===== config.mk =====
export PLATFORM = sky130hd
export DESIGN_NAME = alu_operand_loader
export DESIGN_NICKNAME = d
export VERILOG_FILES = /design/src/rtl/alu_operand_loader.sv
export SDC_FILE = /design/constraint.sdc
export NUM_CORES = 1
export LEC_CHECK = 0
export ABC_AREA = 1
export CORE_ASPECT_RATIO = 1.1
export CORE_UTILIZATION = 45
export CTS_BUF_LIST = sky130_fd_sc_hd__clkbuf_16
export DETAILED_ROUTE_END_ITERATION = 10
export DONT_BUFFER_PORTS = 1
export PLACE_DENSITY = 0.67
export SYNTH_ARGS = -nofsm -noshare
export SYNTH_HDL_FRONTEND = slang
export SYNTH_SLANG_ARGS = --single-unit

===== constraint.sdc =====
create_clock -name Clk -period 2.2 [get_ports Clk]
set_clock_uncertainty 0.1 [all_clocks]
set_input_delay 0.44 -clock Clk [delete_from_list [all_inputs] [get_ports Clk]]
set_output_delay 0.44 -clock Clk [all_outputs]
set_load 0.1 [all_outputs]

===== src/rtl/alu_operand_loader.sv =====
// rtl/alu_operand_loader.sv - operator front end that loads A/B/Select from switches and runs the ALU handshake
module alu_operand_loader #(
  parameter int DEB_CYCLES = 16,
  parameter int TIMEOUT    = 64
) (
  input  logic       Clk,
  input  logic       Rst_n,
  input  logic       Btn_n,
  input  logic [3:0] Sw,
  input  logic [1:0] Sel_sw,
  input  logic       Done,
  input  logic [7:0] Alu_sal,
  input  logic       Alu_cout,
  output logic [3:0] A,
  output logic [3:0] B,
  output logic [1:0] Select,
  output logic       Init,
  output logic [7:0] Result,
  output logic       Result_cout,
  output logic       Result_valid,
  output logic       Error,
  output logic [2:0] State
);

  localparam int DW = $clog2(DEB_CYCLES + 1);
  localparam int TW = $clog2(TIMEOUT + 1);

  typedef enum logic [2:0] {
    S_IDLE  = 3'd0,
    S_GOT_A = 3'd1,
    S_GOT_B = 3'd2,
    S_RUN   = 3'd3,
    S_SHOW  = 3'd4,
    S_ERR   = 3'd5
  } state_t;

  logic          sync1_q, sync2_q;
  logic          stable_q, stable_d;
  logic [DW-1:0] deb_cnt_q, deb_cnt_d;
  logic          press_q, press_d;

  state_t        state_q, state_d;
  logic [3:0]    a_q, a_d, b_q, b_d;
  logic [1:0]    sel_q, sel_d;
  logic          init_q, init_d;
  logic [7:0]    res_q, res_d;
  logic          cout_q, cout_d;
  logic          valid_q, valid_d;
  logic          err_q, err_d;
  logic [TW-1:0] tmo_q, tmo_d;

  always_ff @(posedge Clk or negedge Rst_n) begin
    if (!Rst_n) begin
      sync1_q   <= 1'b1;
      sync2_q   <= 1'b1;
      stable_q  <= 1'b1;
      deb_cnt_q <= '0;
      press_q   <= 1'b0;
    end else begin
      sync1_q   <= Btn_n;
      sync2_q   <= sync1_q;
      stable_q  <= stable_d;
      deb_cnt_q <= deb_cnt_d;
      press_q   <= press_d;
    end
  end

  // The stable level flips only after DEB_CYCLES back-to-back disagreeing samples.
  always_comb begin
    stable_d  = stable_q;
    deb_cnt_d = '0;
    press_d   = 1'b0;
    if (sync2_q != stable_q) begin
      if (deb_cnt_q == DW'(DEB_CYCLES - 1)) begin
        stable_d = sync2_q;
        press_d  = ~sync2_q;
      end else begin
        deb_cnt_d = deb_cnt_q + DW'(1);
      end
    end
  end

  always_ff @(posedge Clk or negedge Rst_n) begin
    if (!Rst_n) begin
      state_q <= S_IDLE;
      a_q     <= '0;
      b_q     <= '0;
      sel_q   <= '0;
      init_q  <= 1'b0;
      res_q   <= '0;
      cout_q  <= 1'b0;
      valid_q <= 1'b0;
      err_q   <= 1'b0;
      tmo_q   <= '0;
    end else begin
      state_q <= state_d;
      a_q     <= a_d;
      b_q     <= b_d;
      sel_q   <= sel_d;
      init_q  <= init_d;
      res_q   <= res_d;
      cout_q  <= cout_d;
      valid_q <= valid_d;
      err_q   <= err_d;
      tmo_q   <= tmo_d;
    end
  end

  always_comb begin
    state_d = state_q;
    a_d     = a_q;
    b_d     = b_q;
    sel_d   = sel_q;
    res_d   = res_q;
    cout_d  = cout_q;
    valid_d = valid_q;
    err_d   = err_q;
    tmo_d   = tmo_q;
    case (state_q)
      S_IDLE: if (press_q) begin
        state_d = S_GOT_A;
        a_d     = Sw;
        valid_d = 1'b0;
        err_d   = 1'b0;
      end
      S_GOT_A: if (press_q) begin
        state_d = S_GOT_B;
        b_d     = Sw;
      end
      S_GOT_B: if (press_q) begin
        state_d = S_RUN;
        sel_d   = Sel_sw;
        tmo_d   = '0;
      end
      S_RUN: begin
        // tmo_q == 0 marks the first RUN cycle, where a Done left over from before is ignored.
        if (tmo_q != '0 && Done) begin
          state_d = S_SHOW;
          res_d   = Alu_sal;
          cout_d  = Alu_cout;
          valid_d = 1'b1;
        end else if (tmo_q == TW'(TIMEOUT - 1)) begin
          state_d = S_ERR;
          err_d   = 1'b1;
        end else begin
          tmo_d = tmo_q + TW'(1);
        end
      end
      S_SHOW: if (press_q) begin
        state_d = S_IDLE;
        valid_d = 1'b0;
      end
      S_ERR: if (press_q) begin
        state_d = S_IDLE;
        err_d   = 1'b0;
      end
      default: state_d = S_IDLE;
    endcase
    init_d = (state_d == S_RUN);
  end

  assign A            = a_q;
  assign B            = b_q;
  assign Select       = sel_q;
  assign Init         = init_q;
  assign Result       = res_q;
  assign Result_cout  = cout_q;
  assign Result_valid = valid_q;
  assign Error        = err_q;
  assign State        = state_q;

endmodule


Word level (Yosys, flattened, before mapping)

Cells that the tools add are included.

Bits of input ports: 19
Logic and storage cells: 72
Bits in registers: 41
Output and inout port bits: 25

Bitwise logic cells: 1
Reduce and logical (&&, ||, !) cells: 17
Muxes and demuxes: 21
Equality and inequality tests: 16
$add $sub $neg: 2

Operator list:

| cell                                                                    | count |
|---|---|
| 7-bit two-way mux                                                       | 3 |
| 3-bit two-way mux                                                       | 6 |
| 3-bit one-hot mux with 5 select lines                                   | 1 |
| 7-bit one-hot mux with 2 select lines                                   | 1 |
| 5-bit two-way mux                                                       | 2 |
| 2-bit inequality test, second input constant                            | 5 |
| 2-bit AND reduction                                                     | 5 |
| 3-bit by 2-bit == test with 1-bit output, second input constant         | 3 |
| 4-bit AND reduction                                                     | 2 |
| 7-bit by 1-bit adder with 7-bit output, second input constant           | 1 |
| 7-bit by 6-bit == test with 1-bit output, second input constant         | 1 |
| 7-bit nonzero test                                                      | 1 |
| 3-bit == test, second input constant                                    | 2 |
| 1-bit two-way mux                                                       | 6 |
| 2-bit nonzero test                                                      | 3 |
| 2-bit OR reduction                                                      | 3 |
| 5-bit by 1-bit adder with 5-bit output, second input constant           | 1 |
| 5-bit by 4-bit == test with 1-bit output, second input constant         | 1 |
| 2-bit by 1-bit inequality test with 1-bit output, second input constant | 2 |
| 1-bit one-hot mux with 2 select lines                                   | 2 |
| 3-bit by 1-bit == test with 1-bit output, second input constant         | 1 |
| 3-bit zero test                                                         | 1 |
| 3-bit AND reduction                                                     | 1 |
| 1-bit logical AND                                                       | 1 |
| 2 further kinds                                                         | 2 |

Logic depth before layout (Yosys ltp)

Gate-level depths: netlist of run 1.

Depth in word-level cells: 5
Mapped depth: 10
Mapped depth without buffers: 9

Worst setup path before layout of run 1

No wires, ideal clock.

Path kind: flip-flop to flip-flop
Start point: register state_q[2], in the netlist State[2]
End point: register tmo_q[6]
Setup time: 118 ps
Period minus slack after synthesis: 1981 ps
Data arrival time: 1764 ps
Setup slack: 219 ps
Buffers on the path: 1
Data required time: 1982 ps
Stages on the path, launching flop included: 9
Cell sequence: dfrtp_1 > inv_1 > nand3_1 > inv_2 > nand3_4 > nand3_4 > buf_8 > nand2_2 > o21ai_2

Longest elaborated chain between the ends: 3
Elaborated cells between the ends (all ways): 8
Those cells by class: eq/ne (5); mux (1); reduce/logical (2)

RTL lines:

| what                                                                  | line | text |
|---|---|---|
| start, declared                                                       | 42   | `state_t state_q, state_d;` |
| start signal, assigned                                                | 96   | `state_q <= state_d;` |
| 3-bit by 2-bit == test with 1-bit output                              | 119  | `case (state_q)` |
| 2-bit inequality test (no line) or 2-bit nonzero test (tied branches) | --   |  |
| 4-bit AND reduction (no line)                                         | --   |  |
| end signal, assigned                                                  | 105  | `tmo_q <= tmo_d;` |
| end, declared                                                         | 50   | `logic [TW-1:0] tmo_q, tmo_d;` |

Parallel ways exist; a longest one is shown, timed or not.
A chain may end at the register's enable or synchronous reset.

Worst setup path after layout of run 1

Start point: register tmo_q[0]
End point: register res_q[1], in the netlist Result[1]

Longest elaborated chain between the ends: 3

RTL lines:

| what                          | line | text |
|---|---|---|
| 7-bit nonzero test            | 137  | `if (tmo_q != '0 && Done) begin` |
| 1-bit logical AND             | 137  |  |
| 2-bit AND reduction (no line) | --   |  |
| end signal, assigned          | 101  | `res_q <= res_d;` |
| end, declared                 | 46   | `logic [7:0] res_q, res_d;` |

No other way between the ends.

==> results of run 1 <==
-- per-stage QoR --
| step | power, mW | std cells |
|---|---|---|
| detailed placement | 0.793 | 283 |
| global placement | 0.792 | 283 |
| global route | 1.66 | 292 |
| finish | 1.60 | 292 |
| CTS | 1.62 | 292 |
| floorplan | 0.790 | 209 |
-- kinds of logic after synthesis --
group,after synthesis
AO/OA/AOI/OAI,21
AND/OR/NAND/NOR,114
flip-flops,41
adder cells (fa/ha/maj),3
XOR/XNOR,2
buffers and inverters,28
-- placed cells by master (no fill, tap or decap), types with 3 or more instances in the layout --
cell / instances
nand2_1: 68
dfrtp_1: 38
buf_4: 25
inv_1: 23
nand3_1: 15
nor2_1: 13
o21ai_0: 8
o21ai_2: 7
clkbuf_16: 5
nand2_2: 3
or2_2: 3
nand4_1: 3
ha_1: 3
dfstp_2: 3
-- how the worst max path moves through the flow --
| stage | start | endpoint | slack (ns) | depth (start not counted) |
|---|---|---|---|---|
| after floorplan | State[2] | tmo_q[6] | 0.22 | 8 |
| after global placement | tmo_q[0] | Result[0] | 0.46 | 9 |
| after detailed placement | tmo_q[0] | Result[1] | 0.41 | 9 |
| after CTS | tmo_q[0] | Result[1] | 0.39 | 9 |
| after global routing | tmo_q[0] | Result[7] | 0.20 | 9 |
| final | tmo_q[0] | Result[1] | 0.38 | 9 |
-- final cells by class --
class,instances,area [µm²]
Clock inverter,2,35.0
Timing Repair Buffer,27,218
Clock buffer,5,125
Inverter,25,93.8
Multi-Input combinational cell,140,722
Tap cell,52,65.1
Sequential cell,41,1030
Fill cell,360,1680
-- timing repair --
| item | CTS | global route |
|---|---|---|
| hold buffers | 2 | 0 |
| setup endpoints to repair | 0 | 0 |
| endpoints found under the hold margin | 41 | 0 |
-- worst max-delay path, delay by kind of cell, from the launching register on --
| kind | cells | cell delay [ns] |
|---|---|---|
| fa+ha+maj | 1 | 0.15 |
| buf+inv | 3 | 0.43 |
| flops | 1 | 0.43 |
| simple gates | 5 | 0.61 |
-- where the power goes --
part	switching, mW	internal (mW)
Sequential	0.00393	0.762
Clock	0.278	0.526
Combinational	0.0222	0.0102
Total	0.304	1.30
-- flip-flops by register name, summed over array words and instances, names as in the netlist, 2 cells and up --
register	flops
B	4
A	4
deb_cnt_q	5
Result	8
State	3
Select	2
tmo_q	7
-- layer usage --
metal  GRT usage  wire length (µm)
met5           0                 0
met4      0.0758                58
met3      0.0658               242
met2       0.280              1550
met1       0.224              1630
==> metrics, run 1 <==
status=finished, final reports clean; R2R Path End=Result[1]; Worst-Margin Slew=0.393 ns; yosys warns=0; pwr/cell area=approximately 700 nW/µm²; Util after Layout=0.577; CTS resizes=0; slowest stage cell on the critical path=dfrtp_1; RSZ-0062 raised after global routing=no; initial antenna violation count=0; initial cell density of the core=0.473; port bufs=0; Seq/Total Area, Yosys=0.550; Die X=about 64 µm; drt total wl=approximately 3.5 mm; WP data required=2.27 ns; final instance area=approximately 2300 µm²; asr flop ratio synth=1.00; CP Capture Type=flop; Antenna diodes=0; reg2reg path depth=9; Post-Syn Nets=around 230; crit-path max cell delay=about 0.43 ns; count leader, synth=nand2_1; crit-path cells=inv_1 > ha_1 > inv_1 > nor2_1 > nand3_1 > nand3_4 > clkinv_1 > nand2_1 > nand2_1; DP HPWL=2.38 mm; Gate Count Post-Synth=between 200 and 250; Startpoint Class=flop; antenna-violating nets left=0; simple-gate share of the synthesized area=0.281; number of endpoints failing setup at the final stage=0; Synth top area share=0.508; Mapped Area=around 1900 µm²; all-layer global routing usage=0.180; Sink Count=between 40 and 50; Layout Nets=roughly 260; min Tclk post-route=roughly 1.8 ns; clock slew seen by the registers of the worst setup and hold paths=0.06 ns; Max FO, Critical Path=13; Synth Flop Type=dfrtp_1; share of layout cells above drive strength 1=0.238; critical path type=flop to flop; Netlist cell types=30; Final period util=0.828; IO Pins=44; Core Area=3960 µm²; Clock Latency Late Sink=between 0.2 and 0.3 ns; vias in the first global route=~1400; Hold Fails Final Rpt=0; Arrival @ worst endpoint=between 1.5 and 2 ns; clk root buf=clkbuf_16; main area contributors after synthesis=dfrtp_1, nand2_1, inv_1; overflow left after global routing=0; Peak VDD IR=0.487 mV; Compound-Gate Fraction of Synth Area=0.0755; max frequency=between 0.5 and 0.6 GHz; max cap viols=0; first-pass GRT wire length=around 6.1 mm; number of iterations in the first detailed-routing pass=4; Max clock buf depth=2; Initial DRC Count=66; Max Slew Vio Count=0; Min-Delay Startpoint=Btn_n; total negative slack=0 ns; Worst Hold Class=input pin to flop; EDFF count, synth=0; Area after DPL=roughly 2100 µm²; Seq cells post-synth=41; syn_area_per_cell=approximately 9.0 µm²; Place WS=slightly above 0.4 ns; setup slack after layout=approximately 0.38 ns; worst reg2reg setup slack=approximately 0.38 ns; Lkg Pwr=between 1 and 1.5 nW; Layout area overhead=22.2%; CTS buffer count=5; WL/cell=about 12 µm; multiplexer share of the synthesized area=0; Hold EP=sync1_q; row count=24; Hold Crit Depth=0; Vias=approximately 1400; Residual DRC=0; Final Hold Slack=0.0566 ns; Post-Synth Adder-Cell Area=0.0200; largest family of logic cells by synthesized area=simple AND/OR/NAND/NOR gates; origin of the critical flop-to-flop path=tmo_q[0]; largest area contributor in the netlist=dfrtp_1; H-tree depth=2; Post-CTS Setup Inserts=0; die outline height=69.7 µm; CTS tree=done; DIE AREA=between 4000 and 5000 µm²; routability congestion estimate=0.818; largest net degree at the start of global routing=42; Max-slew headroom=0.736; DR vias/cell=just under 5; XOR/XNOR share of the synthesized area=0.00935; Post-synth top cells=nand2_1, dfrtp_1, inv_1
No activity file was read; power rests on OpenSTA's default activity.
==> run 2, diff against run 1 <==
Clock period 2.2 ns to 1.69 ns, I/O delays scaled along.
==> run 2 against run 1 <==
Effect of this change:
- register-to-register slack worse by 0.25 ns
- critical path depth unchanged
- flip-flop and latch count stayed put
- non-clock buffer count up 6
- critical endpoint is now Result[5]
- highest routed layer unchanged
==> metrics, run 2 (synthesis results as in run 1) <==
Startpoint Class=flop; slowest stage cell on the critical path=dfrtp_1; WL/cell=12.2 µm; overflow left after global routing=0; number of iterations in the first detailed-routing pass=4; Core Area=between 3000 and 4000 µm²; max reg flops=8; IO Pins=44; Max clock buf depth=2; Final Hold Slack=around 0.06 ns; crit-path cells=inv_2 > ha_1 > inv_1 > nor2_1 > nand3_2 > nand3_4 > clkinv_2 > nand2_1 > nand2_1; CTS buffer count=5; Clock Latency Late Sink=approximately 0.28 ns; initial cell density of the core=0.473; Worst Hold Class=input pin to flop; critical path type=flop to flop; Buf/Inv on CP=3; Residual DRC=0; Vias=roughly 1500; DP HPWL=~2.5 mm; pwr/cell area=830 nW/µm²; CP Capture Type=flop; Sink Count=between 40 and 50; Max Slew Vio Count=0; H-tree depth=2; row count=24; port bufs=0; Most Frequent Cell on Critical Path=nand2_1; clock slew seen by the registers of the worst setup and hold paths=0.06 ns; die outline height=between 60 and 70 µm; Layout Nets=269; DR vias/cell=between 4 and 5; first-pass GRT wire length=6.03 mm; initial antenna violation count=0; max frequency=0.642 GHz; number of endpoints failing setup at the final stage=0; FILL cells=about 360; most frequent cells in the layout=nand2_1, dfrtp_1, buf_4; Die X=~64 µm; Worst-Margin Slew=roughly 0.39 ns; total power=a little under 2 mW; # placed instances=around 290; crit-path max cell delay=about 0.42 ns; share of layout cells above drive strength 1=0.278; all-layer global routing usage=0.178; clk root buf=clkbuf_16; Layout area overhead=25.3%; Max-slew headroom=0.736; final instance area=between 2000 and 2500 µm²; DIE AREA=roughly 4400 µm²; routability congestion estimate=a little under 0.8; status=finished, final reports clean; Peak VDD IR=roughly 0.77 mV; commonest non-fill, non-tap cell in the layout=nand2_1; largest net degree at the start of global routing=42; Final period util=0.921; Initial DRC Count=slightly above 40; max cap viols=0; Hold Fails Final Rpt=0; delay-heaviest family, CP=simple AND/OR/NAND/NOR gates; drt total wl=approximately 3.6 mm; Util after Layout=0.592; RSZ-0062 raised after global routing=no; Antenna diodes=0; Max FO, Critical Path=9; min Tclk post-route=~1.6 ns; CTS tree=done; vias in the first global route=approximately 1400; Lkg Pwr=1.20 nW; Min-Delay Startpoint=Alu_sal[4]; Arrival @ worst endpoint=between 1.5 and 2 ns; Worst setup startpoint=tmo_q[0]; final std cells w/o fill=300; Area after DPL=2130 µm²; WP data required=roughly 1.8 ns; origin of the critical flop-to-flop path=tmo_q[0]; antenna-violating nets left=0
[run 2: changes by cell type in the layout (fill, tap and decap cells not counted), moves of 2 or more]
cell	delta
dfrtp_2	+3
dfrtp_1	-3
buf_4	+5
clkinvlp_4	+2
[run 2: final cells by class]
class	instances	area, µm²	share of cell area
sequential	41	1030	0.440
inverter	25	95.1	0.0405
multi-input combinational	141	744	0.317
clock inverter	3	18.8	0.00800
clock buffer	5	125	0.0533
timing repair buffer	33	265	0.113
tap	52	65.1	0.0277
[run 2: repair_timing]
| action | CTS | global route |
|---|---|---|
| hold buffers | 3 | 0 |
| resized for setup | 1 | 3 |
| endpoints found under the setup margin | 8 | 7 |
| pin swaps | 0 | 2 |
| endpoints found under the hold margin | 42 | 0 |
| buffers inserted | 0 | 1 |
| cloned | 0 | 1 |
[run 2: worst register-to-register path: cells and delay by family, from the launching register on]
family	cells	cell delay [ns]
adders and majority gates	1	0.14
and+or+nand+nor	5	0.52
buffers and inverters	3	0.29
DFF	1	0.42
[run 2: worst paths after layout]
kind	to	slack, ns	depth (start not counted)
max	Result[5]	0.13	9
min	Result[4]	0.06	2
max reg2reg	Result[5]	0.13	9
min reg2reg	sync2_q	0.25	0
max in group asynchronous	stable_q	0.81	2
min in group asynchronous	tmo_q[3]	0.42	2
[run 2: power by group]
| part | total, mW | switching, mW | leakage (nW) | internal, mW |
|---|---|---|---|---|
| registers | 0.998 | 0.00541 | 0.492 | 0.992 |
| logic | 0.0440 | 0.0291 | 0.641 | 0.0149 |
| clock network | 0.906 | 0.366 | 0.0672 | 0.540 |
[run 2: through the flow]
step / setup TNS (ns) / setup WS [ns]
final: 0 / 0.133
after detailed placement: -0.0260 / -0.0141
after global routing: 0 / 0.0184
after CTS: 0 / 0.00571
after floorplan: 0 / 0.0271
after global placement: 0 / 0.0393
[run 2: routing by layer]
metal	track usage	part of all wire
met1	0.216	0.45
met2	0.293	0.49
met3	0.0510	0.044
met4	0.0758	0.017
met5	0	0
==> run 3, diff against run 2 <==
Settings changed: CORE_UTILIZATION 45 to 40, PLACE_DENSITY 0.67 to default.
Clock period 1.69 ns to 2 ns, I/O delays scaled along.
==> run 3 against run 2 <==
Effect of this change:
- setup slack improved by 0.085 ns
- via count decreased by 4.8%
- combinational power decreased by 15%
- die area increased by 12%
- worst hold slack improved by 0.061 ns
- non-clock buffer count decreased by 5
- flip-flop and latch count unchanged
- first-iteration DRC count increased by 110%
- core utilization decreased by 7.5 points
- clock power decreased by 16%
- critical path depth unchanged
- critical endpoint is now Result[3]
- highest routed layer unchanged
==> metrics, run 3 (synthesis results as in run 1) <==
Worst-Margin Slew=between 0.4 and 0.5 ns; number of iterations in the first detailed-routing pass=4; Max-slew headroom=0.729; commonest non-fill, non-tap cell in the layout=nand2_1; Area after DPL=2100 µm²; Core Area=roughly 4400 µm²; Startpoint Class=flop; WL/cell=11.6 µm; total power=1.64 mW; IO Pins=44; CP Capture Type=flop; Final period util=0.891; routability congestion estimate=0.766; share of layout cells above drive strength 1=0.231; critical path depth=9; Residual DRC=0; Lkg Pwr=between 1 and 1.5 nW; Antenna diodes=0; WP data required=2.07 ns; max reg flops=8; Sink Count=41; min Tclk post-route=between 1.5 and 2 ns; final instance area=roughly 2300 µm²; Multi-input gate area=around 720 µm²; row count=25; CTS buffer count=5; slowest stage cell on the critical path=dfrtp_1; Max Slew Vio Count=0; Initial DRC Count=85; number of endpoints failing setup at the final stage=0; Worst setup startpoint=tmo_q[0]; port bufs=0; initial antenna violation count=0; FILL cells=around 430; CTS resizes=0; Hold Fails Final Rpt=0; pwr/cell area=between 700 and 800 nW/µm²; Vias=between 1000 and 1500; Arrival @ worst endpoint=roughly 1.9 ns; delay-heaviest family, CP=simple AND/OR/NAND/NOR gates; Clock Latency Late Sink=roughly 0.28 ns; origin of the critical flop-to-flop path=tmo_q[0]; max frequency=about 0.56 GHz; vias in the first global route=1305; reg2reg path depth=9; DIE AREA=4960 µm²; area occupied by registers=a little over 1000 µm²; Buf/Inv on CP=3; first-pass GRT wire length=about 6 mm; drt total wl=around 3.4 mm; overflow left after global routing=0; Layout Nets=263; antenna-violating nets left=0; total negative slack=0 ns; Die X=67.2 µm; Layout area overhead=21.8%; largest net degree at the start of global routing=42; DR vias/cell=approximately 4.7; clk root buf=clkbuf_16; worst reg2reg setup slack=about 0.22 ns; CTS tree=done; clock slew seen by the registers of the worst setup and hold paths=0.06 ns; crit-path cells=inv_1 > ha_1 > inv_1 > nor2_1 > nand3_1 > nand3_4 > clkinv_1 > nand2_1 > nand2_1; Worst Hold Class=input pin to flop; Peak VDD IR=roughly 0.57 mV; crit-path max cell delay=between 0.4 and 0.5 ns; critical path type=flop to flop; DP HPWL=roughly 2.4 mm; most frequent cells in the layout=nand2_1, dfrtp_1, inv_1, buf_4, nand3_1; R2R Path End=Result[3]; all-layer global routing usage=0.164; Max clock buf depth=2; max cap viols=0; crit path capture=Result[3]; initial cell density of the core=0.425; RSZ-0062 raised after global routing=no; Max FO, Critical Path=13; H-tree depth=2; status=finished, final reports clean; die outline height=73.8 µm
-- run 3: worst min path at each step --
stage	slack (ns)	from	depth (start not counted)	endpoint
after floorplan	0.004	Rst_n	0	A[0]
after global placement	0.006	Rst_n	0	tmo_q[5]
after detailed placement	0.006	Rst_n	0	tmo_q[5]
after CTS	0.004	Btn_n	0	sync1_q
after global routing	0.12	Alu_sal[5]	2	Result[5]
final	0.12	Alu_sal[2]	2	Result[2]
-- run 3: power by group --
group / leakage, nW / internal (mW) / total, mW / switching [mW]
Combinational: 0.604 / 0.0125 / 0.0372 / 0.0247
Sequential: 0.497 / 0.838 / 0.843 / 0.00435
Clock: 0.0764 / 0.455 / 0.764 / 0.309
-- run 3: cell type report --
class                      count  area share
sequential                    41       0.451
multi-input combinational    140       0.316
timing repair buffer          28      0.0998
clock buffer                   5      0.0548
inverter                      25      0.0411
tap                           54      0.0296
clock inverter                 3     0.00713
-- run 3: per-layer routing --
layer | GRT usage | vias up | part of all wire
met3 | 0.0637 | 7 | 0.058
li1 | - | 723 | -
met4 | 0.0780 | 0 | 0.021
met1 | 0.209 | 615 | 0.49
met5 | 0 | - | 0
met2 | 0.241 | 36 | 0.43
-- run 3: metrics by stage --
stage / hold slack [ns] / cells / setup slack, ns / util
final: 0.123 / 296 / 0.218 / 0.517
after global routing: 0.118 / 296 / 0.0560 / 0.517
after floorplan: 0.00441 / 209 / 0.0186 / -
after detailed placement: 0.00586 / 285 / 0.221 / 0.476
after CTS: 0.00352 / 295 / 0.218 / 0.515
after global placement: 0.00586 / 285 / 0.267 / 0.476
-- run 3: what timing repair did --
item | 4_1_cts | 5_1_grt
hold endpoints to repair | 41 | 1
buffers inserted | 0 | 0
hold buffers | 2 | 1
